## src/rtl/i2c_pkg.sv

```systemverilog
// Shared I2C definitions: state encoding, ACK levels and bus widths.
// Used by the target and usable by the main controller.
package i2c_pkg;

    localparam int unsigned I2C_ADDR_W = 7;
    localparam int unsigned I2C_BYTE_W = 8;
    localparam int unsigned I2C_DATA_W = 2 * I2C_BYTE_W;

    localparam logic ACK  = 1'b0;
    localparam logic NACK = 1'b1;

    typedef enum logic [7:0] {
        StIdle    = 8'b0000_0001,
        StAddr    = 8'b0000_0010,
        StAddrAck = 8'b0000_0100,
        StWrByte  = 8'b0000_1000,
        StWrAck   = 8'b0001_0000,
        StRdByte  = 8'b0010_0000,
        StRdAck   = 8'b0100_0000,
        StIgnore  = 8'b1000_0000
    } i2c_state_e;

endpackage

```

## src/rtl/i2c_line_sync.sv

```systemverilog
// Two-flop synchronizers plus history flops for SCL/SDA; emits SCL edge and
// START/STOP strobes together with the synchronized SDA level.
module i2c_line_sync (
    input  logic i_clk,
    input  logic i_rst_n,
    input  logic i_scl,
    input  logic i_sda,
    output logic o_sda,
    output logic o_scl_rise,
    output logic o_scl_fall,
    output logic o_start,
    output logic o_stop
);

    logic [1:0] r_scl_sync;
    logic [1:0] r_sda_sync;
    logic       r_scl_hist;
    logic       r_sda_hist;
    logic       w_scl;
    logic       w_sda;

    // Preset to 1 so that leaving reset on an idle bus produces no edges.
    always_ff @(posedge i_clk or negedge i_rst_n) begin
        if (!i_rst_n) begin
            r_scl_sync <= 2'b11;
            r_sda_sync <= 2'b11;
            r_scl_hist <= 1'b1;
            r_sda_hist <= 1'b1;
        end else begin
            r_scl_sync <= {r_scl_sync[0], i_scl};
            r_sda_sync <= {r_sda_sync[0], i_sda};
            r_scl_hist <= r_scl_sync[1];
            r_sda_hist <= r_sda_sync[1];
        end
    end

    assign w_scl = r_scl_sync[1];
    assign w_sda = r_sda_sync[1];

    assign o_sda      = w_sda;
    assign o_scl_rise = w_scl & ~r_scl_hist;
    assign o_scl_fall = ~w_scl & r_scl_hist;
    assign o_start    = w_scl & r_scl_hist & r_sda_hist & ~w_sda;
    assign o_stop     = w_scl & r_scl_hist & ~r_sda_hist & w_sda;

endmodule

```

## src/rtl/i2c_target.sv

```systemverilog
// I2C target endpoint: 7-bit address match, 16-bit word writes and reads
// (high byte first), oversampled with the system clock; never drives SCL.
module i2c_target
    import i2c_pkg::*;
#(
    parameter int unsigned ADDR_W = I2C_ADDR_W,
    parameter int unsigned DATA_W = I2C_DATA_W
) (
    input  logic              CLK,
    input  logic              RESET,
    input  logic              SCL,
    input  logic              SDA_IN,
    input  logic [ADDR_W-1:0] I2C_ADDR,
    input  logic [DATA_W-1:0] RD_DATA,
    output logic              SDA_OUT,
    output logic              SDA_OE,
    output logic [DATA_W-1:0] WR_DATA,
    output logic              WR_STB,
    output logic              BUSY
);

    localparam int unsigned BW = I2C_BYTE_W;

    logic w_sda;
    logic w_scl_rise;
    logic w_scl_fall;
    logic w_start;
    logic w_stop;

    i2c_line_sync u_line_sync (
        .i_clk      (CLK),
        .i_rst_n    (RESET),
        .i_scl      (SCL),
        .i_sda      (SDA_IN),
        .o_sda      (w_sda),
        .o_scl_rise (w_scl_rise),
        .o_scl_fall (w_scl_fall),
        .o_start    (w_start),
        .o_stop     (w_stop)
    );

    i2c_state_e        r_state,    w_state_nxt;
    logic [3:0]        r_bit_cnt,  w_bit_cnt_nxt;
    logic [BW-1:0]     r_shift,    w_shift_nxt;
    logic              r_rnw,      w_rnw_nxt;
    logic              r_byte_tgl, w_byte_tgl_nxt;
    logic              r_phase,    w_phase_nxt;
    logic [BW-1:0]     r_hi_byte,  w_hi_byte_nxt;
    logic [BW-1:0]     r_lo_byte,  w_lo_byte_nxt;
    logic [DATA_W-1:0] r_rd_word,  w_rd_word_nxt;
    logic [DATA_W-1:0] r_wr_data,  w_wr_data_nxt;
    logic              r_wr_stb,   w_wr_stb_nxt;
    logic              r_busy,     w_busy_nxt;
    logic              r_sda_out,  w_sda_out_nxt;
    logic              r_sda_oe,   w_sda_oe_nxt;
    logic [BW-1:0]     w_rx_byte;
    logic [BW-1:0]     w_tx_byte;
    logic              w_tx_load;

    always_ff @(posedge CLK or negedge RESET) begin
        if (!RESET) begin
            r_state    <= StIdle;
            r_bit_cnt  <= '0;
            r_shift    <= '0;
            r_rnw      <= 1'b0;
            r_byte_tgl <= 1'b0;
            r_phase    <= 1'b0;
            r_hi_byte  <= '0;
            r_lo_byte  <= '0;
            r_rd_word  <= '0;
            r_wr_data  <= '0;
            r_wr_stb   <= 1'b0;
            r_busy     <= 1'b0;
            r_sda_out  <= 1'b1;
            r_sda_oe   <= 1'b0;
        end else begin
            r_state    <= w_state_nxt;
            r_bit_cnt  <= w_bit_cnt_nxt;
            r_shift    <= w_shift_nxt;
            r_rnw      <= w_rnw_nxt;
            r_byte_tgl <= w_byte_tgl_nxt;
            r_phase    <= w_phase_nxt;
            r_hi_byte  <= w_hi_byte_nxt;
            r_lo_byte  <= w_lo_byte_nxt;
            r_rd_word  <= w_rd_word_nxt;
            r_wr_data  <= w_wr_data_nxt;
            r_wr_stb   <= w_wr_stb_nxt;
            r_busy     <= w_busy_nxt;
            r_sda_out  <= w_sda_out_nxt;
            r_sda_oe   <= w_sda_oe_nxt;
        end
    end

    assign w_rx_byte = {r_shift[BW-2:0], w_sda};

    always_comb begin
        w_state_nxt    = r_state;
        w_bit_cnt_nxt  = r_bit_cnt;
        w_shift_nxt    = r_shift;
        w_rnw_nxt      = r_rnw;
        w_byte_tgl_nxt = r_byte_tgl;
        w_phase_nxt    = r_phase;
        w_hi_byte_nxt  = r_hi_byte;
        w_lo_byte_nxt  = r_lo_byte;
        w_rd_word_nxt  = r_rd_word;
        w_wr_data_nxt  = r_wr_data;
        w_wr_stb_nxt   = 1'b0;
        w_busy_nxt     = r_busy;
        w_sda_out_nxt  = r_sda_out;
        w_sda_oe_nxt   = r_sda_oe;
        w_tx_byte      = '0;
        w_tx_load      = 1'b0;

        if (w_start || w_stop) begin
            w_state_nxt    = w_start ? StAddr : StIdle;
            w_bit_cnt_nxt  = '0;
            w_shift_nxt    = '0;
            w_byte_tgl_nxt = 1'b0;
            w_phase_nxt    = 1'b0;
            w_busy_nxt     = 1'b0;
            w_sda_out_nxt  = 1'b1;
            w_sda_oe_nxt   = 1'b0;
        end else begin
            unique case (r_state)
                StIdle, StIgnore: ;
                StAddr: begin
                    if (w_scl_rise) begin
                        w_shift_nxt   = w_rx_byte;
                        w_bit_cnt_nxt = r_bit_cnt + 4'd1;
                        if (r_bit_cnt == 4'd7) begin
                            w_bit_cnt_nxt = '0;
                            w_rnw_nxt     = w_sda;
                            w_phase_nxt   = 1'b0;
                            if (r_shift[ADDR_W-1:0] == I2C_ADDR) begin
                                w_state_nxt = StAddrAck;
                                w_busy_nxt  = 1'b1;
                            end else begin
                                w_state_nxt = StIgnore;
                            end
                        end
                    end
                end
                // First fall starts the ACK low; second fall ends it.
                StAddrAck, StWrAck: begin
                    if (w_scl_fall) begin
                        if (!r_phase) begin
                            w_sda_oe_nxt  = 1'b1;
                            w_sda_out_nxt = ACK;
                            w_phase_nxt   = 1'b1;
                        end else if (r_state == StAddrAck && r_rnw) begin
                            w_rd_word_nxt  = RD_DATA;
                            w_tx_byte      = RD_DATA[DATA_W-1 -: BW];
                            w_byte_tgl_nxt = 1'b0;
                            w_tx_load      = 1'b1;
                        end else begin
                            w_phase_nxt   = 1'b0;
                            w_sda_oe_nxt  = 1'b0;
                            w_sda_out_nxt = 1'b1;
                            w_bit_cnt_nxt = '0;
                            w_state_nxt   = StWrByte;
                            if (r_state == StWrAck) begin
                                w_byte_tgl_nxt = ~r_byte_tgl;
                                if (r_byte_tgl) begin
                                    w_wr_data_nxt = {r_hi_byte, r_lo_byte};
                                    w_wr_stb_nxt  = 1'b1;
                                end
                            end
                        end
                    end
                end
                StWrByte: begin
                    if (w_scl_rise) begin
                        w_shift_nxt   = w_rx_byte;
                        w_bit_cnt_nxt = r_bit_cnt + 4'd1;
                        if (r_bit_cnt == 4'd7) begin
                            w_bit_cnt_nxt = '0;
                            w_phase_nxt   = 1'b0;
                            w_state_nxt   = StWrAck;
                            if (r_byte_tgl) w_lo_byte_nxt = w_rx_byte;
                            else            w_hi_byte_nxt = w_rx_byte;
                        end
                    end
                end
                StRdByte: begin
                    if (w_scl_fall) begin
                        if (r_bit_cnt == 4'd8) begin
                            w_sda_oe_nxt  = 1'b0;
                            w_sda_out_nxt = 1'b1;
                            w_bit_cnt_nxt = '0;
                            w_phase_nxt   = 1'b0;
                            w_state_nxt   = StRdAck;
                        end else begin
                            w_sda_out_nxt = r_shift[BW-1];
                            w_shift_nxt   = {r_shift[BW-2:0], 1'b0};
                            w_bit_cnt_nxt = r_bit_cnt + 4'd1;
                        end
                    end
                end
                StRdAck: begin
                    if (w_scl_rise) begin
                        if (w_sda == NACK) w_state_nxt = StIgnore;
                        else               w_phase_nxt = 1'b1;
                    end else if (w_scl_fall && r_phase) begin
                        // Low byte comes from the captured word; a new word loads after it.
                        if (!r_byte_tgl) begin
                            w_tx_byte      = r_rd_word[BW-1:0];
                            w_byte_tgl_nxt = 1'b1;
                        end else begin
                            w_rd_word_nxt  = RD_DATA;
                            w_tx_byte      = RD_DATA[DATA_W-1 -: BW];
                            w_byte_tgl_nxt = 1'b0;
                        end
                        w_tx_load = 1'b1;
                    end
                end
                default: w_state_nxt = StIdle;
            endcase

            if (w_tx_load) begin
                w_sda_oe_nxt  = 1'b1;
                w_sda_out_nxt = w_tx_byte[BW-1];
                w_shift_nxt   = {w_tx_byte[BW-2:0], 1'b0};
                w_bit_cnt_nxt = 4'd1;
                w_phase_nxt   = 1'b0;
                w_state_nxt   = StRdByte;
            end
        end
    end

    assign SDA_OUT = r_sda_out;
    assign SDA_OE  = r_sda_oe;
    assign WR_DATA = r_wr_data;
    assign WR_STB  = r_wr_stb;
    assign BUSY    = r_busy;

endmodule

```

## config.mk

```make
export PLATFORM = sky130hd
export DESIGN_NAME = i2c_target
export DESIGN_NICKNAME = d
export VERILOG_FILES = /design/src/rtl/i2c_pkg.sv /design/src/rtl/i2c_line_sync.sv /design/src/rtl/i2c_target.sv
export SDC_FILE = /design/constraint.sdc
export NUM_CORES = 1
export LEC_CHECK = 0
export CORE_ASPECT_RATIO = 1.5
export CORE_MARGIN = 2
export CORE_UTILIZATION = 45
export CTS_BUF_LIST = sky130_fd_sc_hd__clkbuf_2
export DETAILED_ROUTE_END_ITERATION = 10
export DONT_BUFFER_PORTS = 1
export GPL_TIMING_DRIVEN = 1
export PLACE_DENSITY = 0.67
export SLEW_MARGIN = 10
export SYNTH_ARGS = -nofsm -noshare
export SYNTH_HDL_FRONTEND = slang
export SYNTH_SLANG_ARGS = --single-unit
```

## constraint.sdc

```tcl
create_clock -name CLK -period 2.65 [get_ports CLK]
set_clock_uncertainty 0.1 [all_clocks]
set_input_delay 0.3975 -clock CLK [delete_from_list [all_inputs] [get_ports CLK]]
set_output_delay 0.3975 -clock CLK [all_outputs]
set_load 0.05 [all_outputs]
```

Word-level counts from Yosys, hierarchy flattened

Cells that the tools add are included.

Memory bits (writable): 0
Bits in latches: 0
Memories: 0
Word-level logic and storage cells: 200
Flip-flop bits (word level): 73
Input bits: 27
Bits in read-only memories: 0
Output and inout port bits: 20

Divide/modulo/power cells: 0
Reductions and logical operators: 29
Bitwise gates (word level): 14
Add/subtract/negate cells: 1
$mul: 0
Eq/ne operators: 39
Magnitude comparators: 0
Muxes and demuxes: 99
Shift-type cells: 0

Operators with widths:

| operator             | number |
|---|---|
| $mux W8              | 31 |
| $mux W1              | 48 |
| $pmux W8 S2          | 3 |
| $pmux W8 S6          | 1 |
| $ne A4 B4 Y1 const B | 10 |
| $mux W4              | 9 |
| $ne A4 B3 Y1 const B | 4 |
| $reduce_and A4 Y1    | 4 |
| $reduce_and A8 Y1    | 2 |
| $ne A3 B3 Y1 const B | 5 |
| $reduce_and A5 Y1    | 3 |
| $ne A2 B2 Y1 const B | 6 |
| $pmux W4 S3          | 1 |
| $reduce_and A12 Y1   | 1 |
| $reduce_and A6 Y1    | 2 |
| $reduce_bool A2 Y1   | 5 |
| $eq A8 B1 Y1 const B | 1 |
| $eq A8 B2 Y1 const B | 1 |
| $eq A8 B3 Y1 const B | 1 |
| $eq A8 B4 Y1 const B | 1 |
| $eq A8 B5 Y1 const B | 1 |
| $eq A8 B6 Y1 const B | 1 |
| $eq A8 B7 Y1 const B | 1 |
| $eq A8 B8 Y1 const B | 1 |
| 19 further kinds     | 39 |

Longest topological paths before layout

Depth after elaboration: 9
Gate-level depth with buffers: 9
Depth with buffers taken out: 8

By module

A second synthesis with hierarchy kept.

Cells, all modules: 363
Area, all modules: 3641.0 um^2

Modules (own cells, without submodules):

| module        | sequential area each (um^2) | times used | area an instance (um^2) | cells each |
|---|---|---|---|---|
| i2c_target    | 1679.1                      | 1          | 3450.8                  | 353 |
| i2c_line_sync | 157.7                       | 1          | 190.2                   | 10 |

Worst setup path before layout

No wires, ideal clock.

Path kind: flip-flop to flip-flop
From: register r_state[3]
To: register r_state[0]
Setup time: 85 ps
Arrival: 2138 ps
Buffers on the path: 2
Clock period less this slack: 2323 ps
Required time: 2465 ps
Slack: 327 ps
Stages on the path, launching flop included: 9
Cells stage by stage: dfrtp_1 > buf_6 > or4_4 > or2_1 > buf_6 > o21ai_4 > nor4b_2 > o21ai_4 > mux2_1

Cells in the longest elaborated chain, start to end: 9
Elaborated cells between the ends (all ways): 32
Those cells by class: eq/ne: 20; mux: 8; reduce/logical: 4

RTL lines:

| element                                                 | RTL line                             | source |
|---|---|---|
| start: declaration                                      | i2c_target.sv:42                     | `i2c_state_e r_state, w_state_nxt;` |
| start signal: assignment                                | i2c_target.sv:62                     | `r_state <= StIdle;` |
| start signal: assignment                                | i2c_target.sv:77                     | `r_state <= w_state_nxt;` |
| $eq A8 B3 Y1                                            | i2c_target.sv:124, i2c_target.sv:150 |  |
| $logic_and A1 B1 Y1                                     | i2c_target.sv:150                    | `end else if (r_state == StAddrAck && r_rnw) begin` |
| $mux W1                                                 | i2c_target.sv:150                    |  |
| $mux W1                                                 | i2c_target.sv:146                    | `if (!r_phase) begin` |
| $mux W1                                                 | i2c_target.sv:145                    | `if (w_scl_fall) begin` |
| $pmux W1 S2                                             | i2c_target.sv:124                    | `unique case (r_state)` |
| $mux W1                                                 | i2c_target.sv:114                    | `if (w_start \|\| w_stop) begin` |
| $ne A4 B3 Y1 (no line), or another cell as far along    | --                                   |  |
| $reduce_and A12 Y1 (no line) or $mux W8 (tied branches) | --                                   |  |

Several ways; a longest one is shown, not always the timed one. The select of a mux whose other input is x is not followed.
A chain may end at the register's enable or synchronous reset.

Worst setup path in the final report

From: register r_state[5]
To: register r_bit_cnt[2]

Cells in the longest elaborated chain, start to end: 9
Elaborated cells between the ends (all ways): 24
Those cells by class: eq/ne: 11; mux: 8; reduce/logical: 5

RTL lines:

| element                                                | RTL line                             | source |
|---|---|---|
| $eq A8 B3 Y1                                           | i2c_target.sv:124, i2c_target.sv:150 |  |
| $logic_and A1 B1 Y1                                    | i2c_target.sv:150                    |  |
| $mux W1                                                | i2c_target.sv:150                    |  |
| $mux W1                                                | i2c_target.sv:146                    |  |
| $mux W1                                                | i2c_target.sv:145                    |  |
| $pmux W1 S2                                            | i2c_target.sv:124                    |  |
| $mux W1                                                | i2c_target.sv:114                    |  |
| $ne A4 B1 Y1 (no line), or another cell as far along   | --                                   |  |
| $reduce_and A6 Y1 (no line) or $mux W4 (tied branches) | --                                   |  |
| end signal: assignment                                 | i2c_target.sv:78                     | `r_bit_cnt <= w_bit_cnt_nxt;` |
| end: declaration                                       | i2c_target.sv:43                     | `logic [3:0] r_bit_cnt, w_bit_cnt_nxt;` |

Several ways; a longest one is shown, not always the timed one. The select of a mux whose other input is x is not followed.

==> flow_metrics.py <==
metrics = {
    "route": {
        "wire_length_per_cell_um": 18.3,
        "detailedRoute.firstIterationViolations": 222,
        "detailedRoute.firstPassIterationCount": 5,
        "routed-via-count": 2865,
        "routed_via_density": 5.79,
        "final_antenna_net_count": 0,
        "route.final.wire_length_um": 9070,
        "post-route-drc-count": 0,
    },
    "layout": {
        "layout.cells.most_common_list": "sky130_fd_sc_hd__nand2_1 (69), sky130_fd_sc_hd__dfrtp_1 (65), sky130_fd_sc_hd__mux2_2 (25)",
        "filler_cell_count": 741,
        "multi_input_comb_area_um2": 1690,
        "fin_nets": 415,
        "ant_diodes": 0,
        "final_layout_size_suffix_gt1_share_pct": 21.0,
        "layout_commonest_cell": "sky130_fd_sc_hd__nand2_1",
        "final-seq-area_um2": 1840,
        "area_growth_syn_to_layout_pct": 15.1,
        "utilization_pct": 52.7,
    },
    "global_route": {
        "grt_usage_pct": 21.9,
        "grt_overflow_total": 0,
        "grt_antenna_before_repair": 0,
        "grt_pass1_vias": 3042,
        "grt_first_pass_wirelength_um": 15100,
        "grt_max_degree": 74,
    },
    "logic_synthesis": {
        "synth.top_cells.by_area": "sky130_fd_sc_hd__dfrtp_1 (45%), sky130_fd_sc_hd__mux2_2 (7.8%), sky130_fd_sc_hd__nand2_1 (7.2%)",
        "synth_cell_area_um2": 3620,
        "synth.distinct_cells": 63,
        "post-synth-top-area-fraction_pct": 44.9,
        "net_count_after_synthesis": 377,
        "ys_dominant_reg_cell": "sky130_fd_sc_hd__dfrtp_1",
        "post_synth_inst_count": 348,
        "synth-seq-area-share_pct": 50.7,
        "synth_largest_area_cell": "sky130_fd_sc_hd__dfrtp_1",
        "ys_seq_elements": 73,
        "yosysWarningCount": 0,
        "synthesis.area_per_instance_um2": 10.4,
        "async_reset_ff_share_pct": 100,
        "synth-edff-count": 0,
    },
    "clock_tree": {
        "worst_setup_hold_path_clk_slew_ns": 0.23,
        "sink_count": 73,
        "post-cts-setup-buffers": 0,
        "h_tree_lvls": 3,
        "clock_buffer_depth": 2,
        "clk-insertion-delay-late_ns": 0.55,
        "cts_tree": "done",
        "clk_root_buffer_cell": "sky130_fd_sc_hd__clkbuf_2",
        "cts_inserted_buffers": 9,
    },
    "critical_path": {
        "end_kind": "flip-flop",
        "timing.critical_path.cells": "or4b_1 > or2_1 > a21oi_2 > nor2_2 > a21oi_1 > o211ai_1",
        "critical_path_peak_fanout": 12,
        "required_ns": 2.96,
        "critical_path.slowest_cell": "sky130_fd_sc_hd__or4b_1",
        "start_kind": "flip-flop",
        "critical_path_arrival_ns": 2.80,
        "cpLargestDelayFamily": "simple AND/OR/NAND/NOR gates",
        "worstSetupPathType": "reg2reg",
        "cp_num_buf_inv": 0,
        "timing.critical_path.slowest_cell_delay_ns": 0.63,
    },
    "floorplan": {
        "die_height_um": 114,
        "fp-row-count": 40,
        "ios": 47,
        "start_util_pct": 45.8,
        "dieArea_um2": 8790,
        "coreArea_um2": 7910,
        "die-width_um": 77.2,
    },
    "sta": {
        "fin_worst_hold_slack_ns": 0.00987,
        "hold_viol": 0,
        "finish_stage_setup_viols": 0,
        "maxClockFrequency_mhz": 402,
        "unrepaired_setup_endpoints_after_global_routing": "false",
        "final_period_minus_worst_setup_slack_ns": 2.49,
        "min_period_over_period_pct": 94.0,
        "max_slew_margin_pct": 63.1,
        "number_of_pins_exceeding_their_max_slew_limit_in_the_final_report": 0,
        "final.setup.tns_ns": 0,
        "timing_worst_slew_pin_value_ns": 0.553,
    },
    "power": {
        "total_leakage_power_nw": 1.92,
        "vdd.ir_drop.worst_v": 0.000365,
        "power_per_cell_area_nw_per_um2": 596,
    },
    "run": {
        "cap_violations": 0,
    },
    "hold_path": {
        "hold_class": "in2reg",
    },
    "placement": {
        "place_hpwl_um": 6420,
        "placement.io_buffers": 0,
        "gp_routability_congestion": 0.958,
    },
    "run_status": {
        "outcome": "completed",
    },
}
-- through the flow --
step	power, W	cell area, um^2	instances	setup WS [ns]
2_1_floorplan	0.00159	3620	348	0.327
3_3_place_gp	0.00174	3850	464	0.257
3_5_place_dp	0.00175	3850	464	0.195
4_1_cts	0.00250	4160	495	0.127
5_1_grt	0.00261	4170	495	0.00289
6_report	0.00248	4170	495	0.159
-- path summary, 6_finish.rpt --
path	start	slack, ns	depth (start not counted)	to
min in group asynchronous	RESET	0.27	2	r_rd_word[4]
worst max-delay path	r_state[5]	0.16	6	r_bit_cnt[2]
worst max register to register	r_state[5]	0.16	6	r_bit_cnt[2]
max in group asynchronous	RESET	1.82	2	SDA_OUT
worst min-delay path	RD_DATA[14]	0.01	2	r_shift[7]
worst min register to register	u_line_sync.r_scl_sync[0]	0.27	0	u_line_sync.r_scl_sync[1]
-- state kept, by name, indices dropped and copies added, names as in the netlist, 2 cells and up --
name,flops
WR_DATA,16
r_bit_cnt,4
r_hi_byte,8
r_lo_byte,8
r_rd_word,8
r_shift,8
r_state,8
u_line_sync.r_scl_sync,2
u_line_sync.r_sda_sync,2
-- cell families after synthesis --
group                      share of synthesized area (%)
AOI/OAI and AO/OA                                   14.1
DFF                                                 50.7
and+or+nand+nor                                     20.8
xor gates and xnor gates                            2.18
muxes                                               8.92
buffers and inverters                               2.56
adders and majority gates                          0.691
-- repair_timing --
action / CTS / global route
endpoints found under the hold margin: 87 / 0
gates resized for setup: 0 / 2
setup endpoints to repair: 0 / 8
hold buffers: 16 / 0
-- area by class of cell --
| cell class | count | area share (%) |
|---|---|---|
| Inverter | 8 | 0.721 |
| Tap cell | 105 | 3.15 |
| Clock buffer | 10 | 1.20 |
| Multi-Input combinational cell | 256 | 40.7 |
| Clock inverter | 5 | 1.92 |
| Sequential cell | 73 | 44.1 |
| Timing Repair Buffer | 38 | 8.23 |
-- routing by layer --
layer	routed length, um	track usage, %	part of all wire, %	vias up
met2	4700	37.6	52	96
met5	0	0	0	-
met3	438	4.59	4.8	35
li1	-	-	-	1337
met1	3540	24.9	39	1397
met4	390	13.2	4.3	0
-- Yosys cell counts, types with 3 or more instances --
master                       n
sky130_fd_sc_hd__inv_1       7
sky130_fd_sc_hd__dfstp_2     8
sky130_fd_sc_hd__a31oi_1     7
sky130_fd_sc_hd__mux2_2     25
sky130_fd_sc_hd__xnor2_1     3
sky130_fd_sc_hd__o22ai_1     3
sky130_fd_sc_hd__nand2b_1    6
sky130_fd_sc_hd__nand4b_1    3
sky130_fd_sc_hd__a22oi_1     8
sky130_fd_sc_hd__clkbuf_1    6
sky130_fd_sc_hd__o21ai_0    11
sky130_fd_sc_hd__xor2_1      6
sky130_fd_sc_hd__o2bb2ai_1   5
sky130_fd_sc_hd__and3_1      4
sky130_fd_sc_hd__mux2i_1     3
sky130_fd_sc_hd__nand2_1    69
sky130_fd_sc_hd__nor2_1     20
sky130_fd_sc_hd__nor2b_1     3
sky130_fd_sc_hd__and4b_1     3
sky130_fd_sc_hd__dfrtp_1    65
sky130_fd_sc_hd__nand3_1    12
sky130_fd_sc_hd__nand4_1     4
sky130_fd_sc_hd__a21oi_1    10
-- power breakdown --
group | total, W | leakage (nW) | switching, W | internal [W]
registers | 0.00132 | 0.976 | 0.000122 | 0.00120
logic | 0.000457 | 0.872 | 0.000256 | 0.000201
clock network | 0.000707 | 0.0760 | 0.000396 | 0.000311
(Power assumes the default switching activity.)
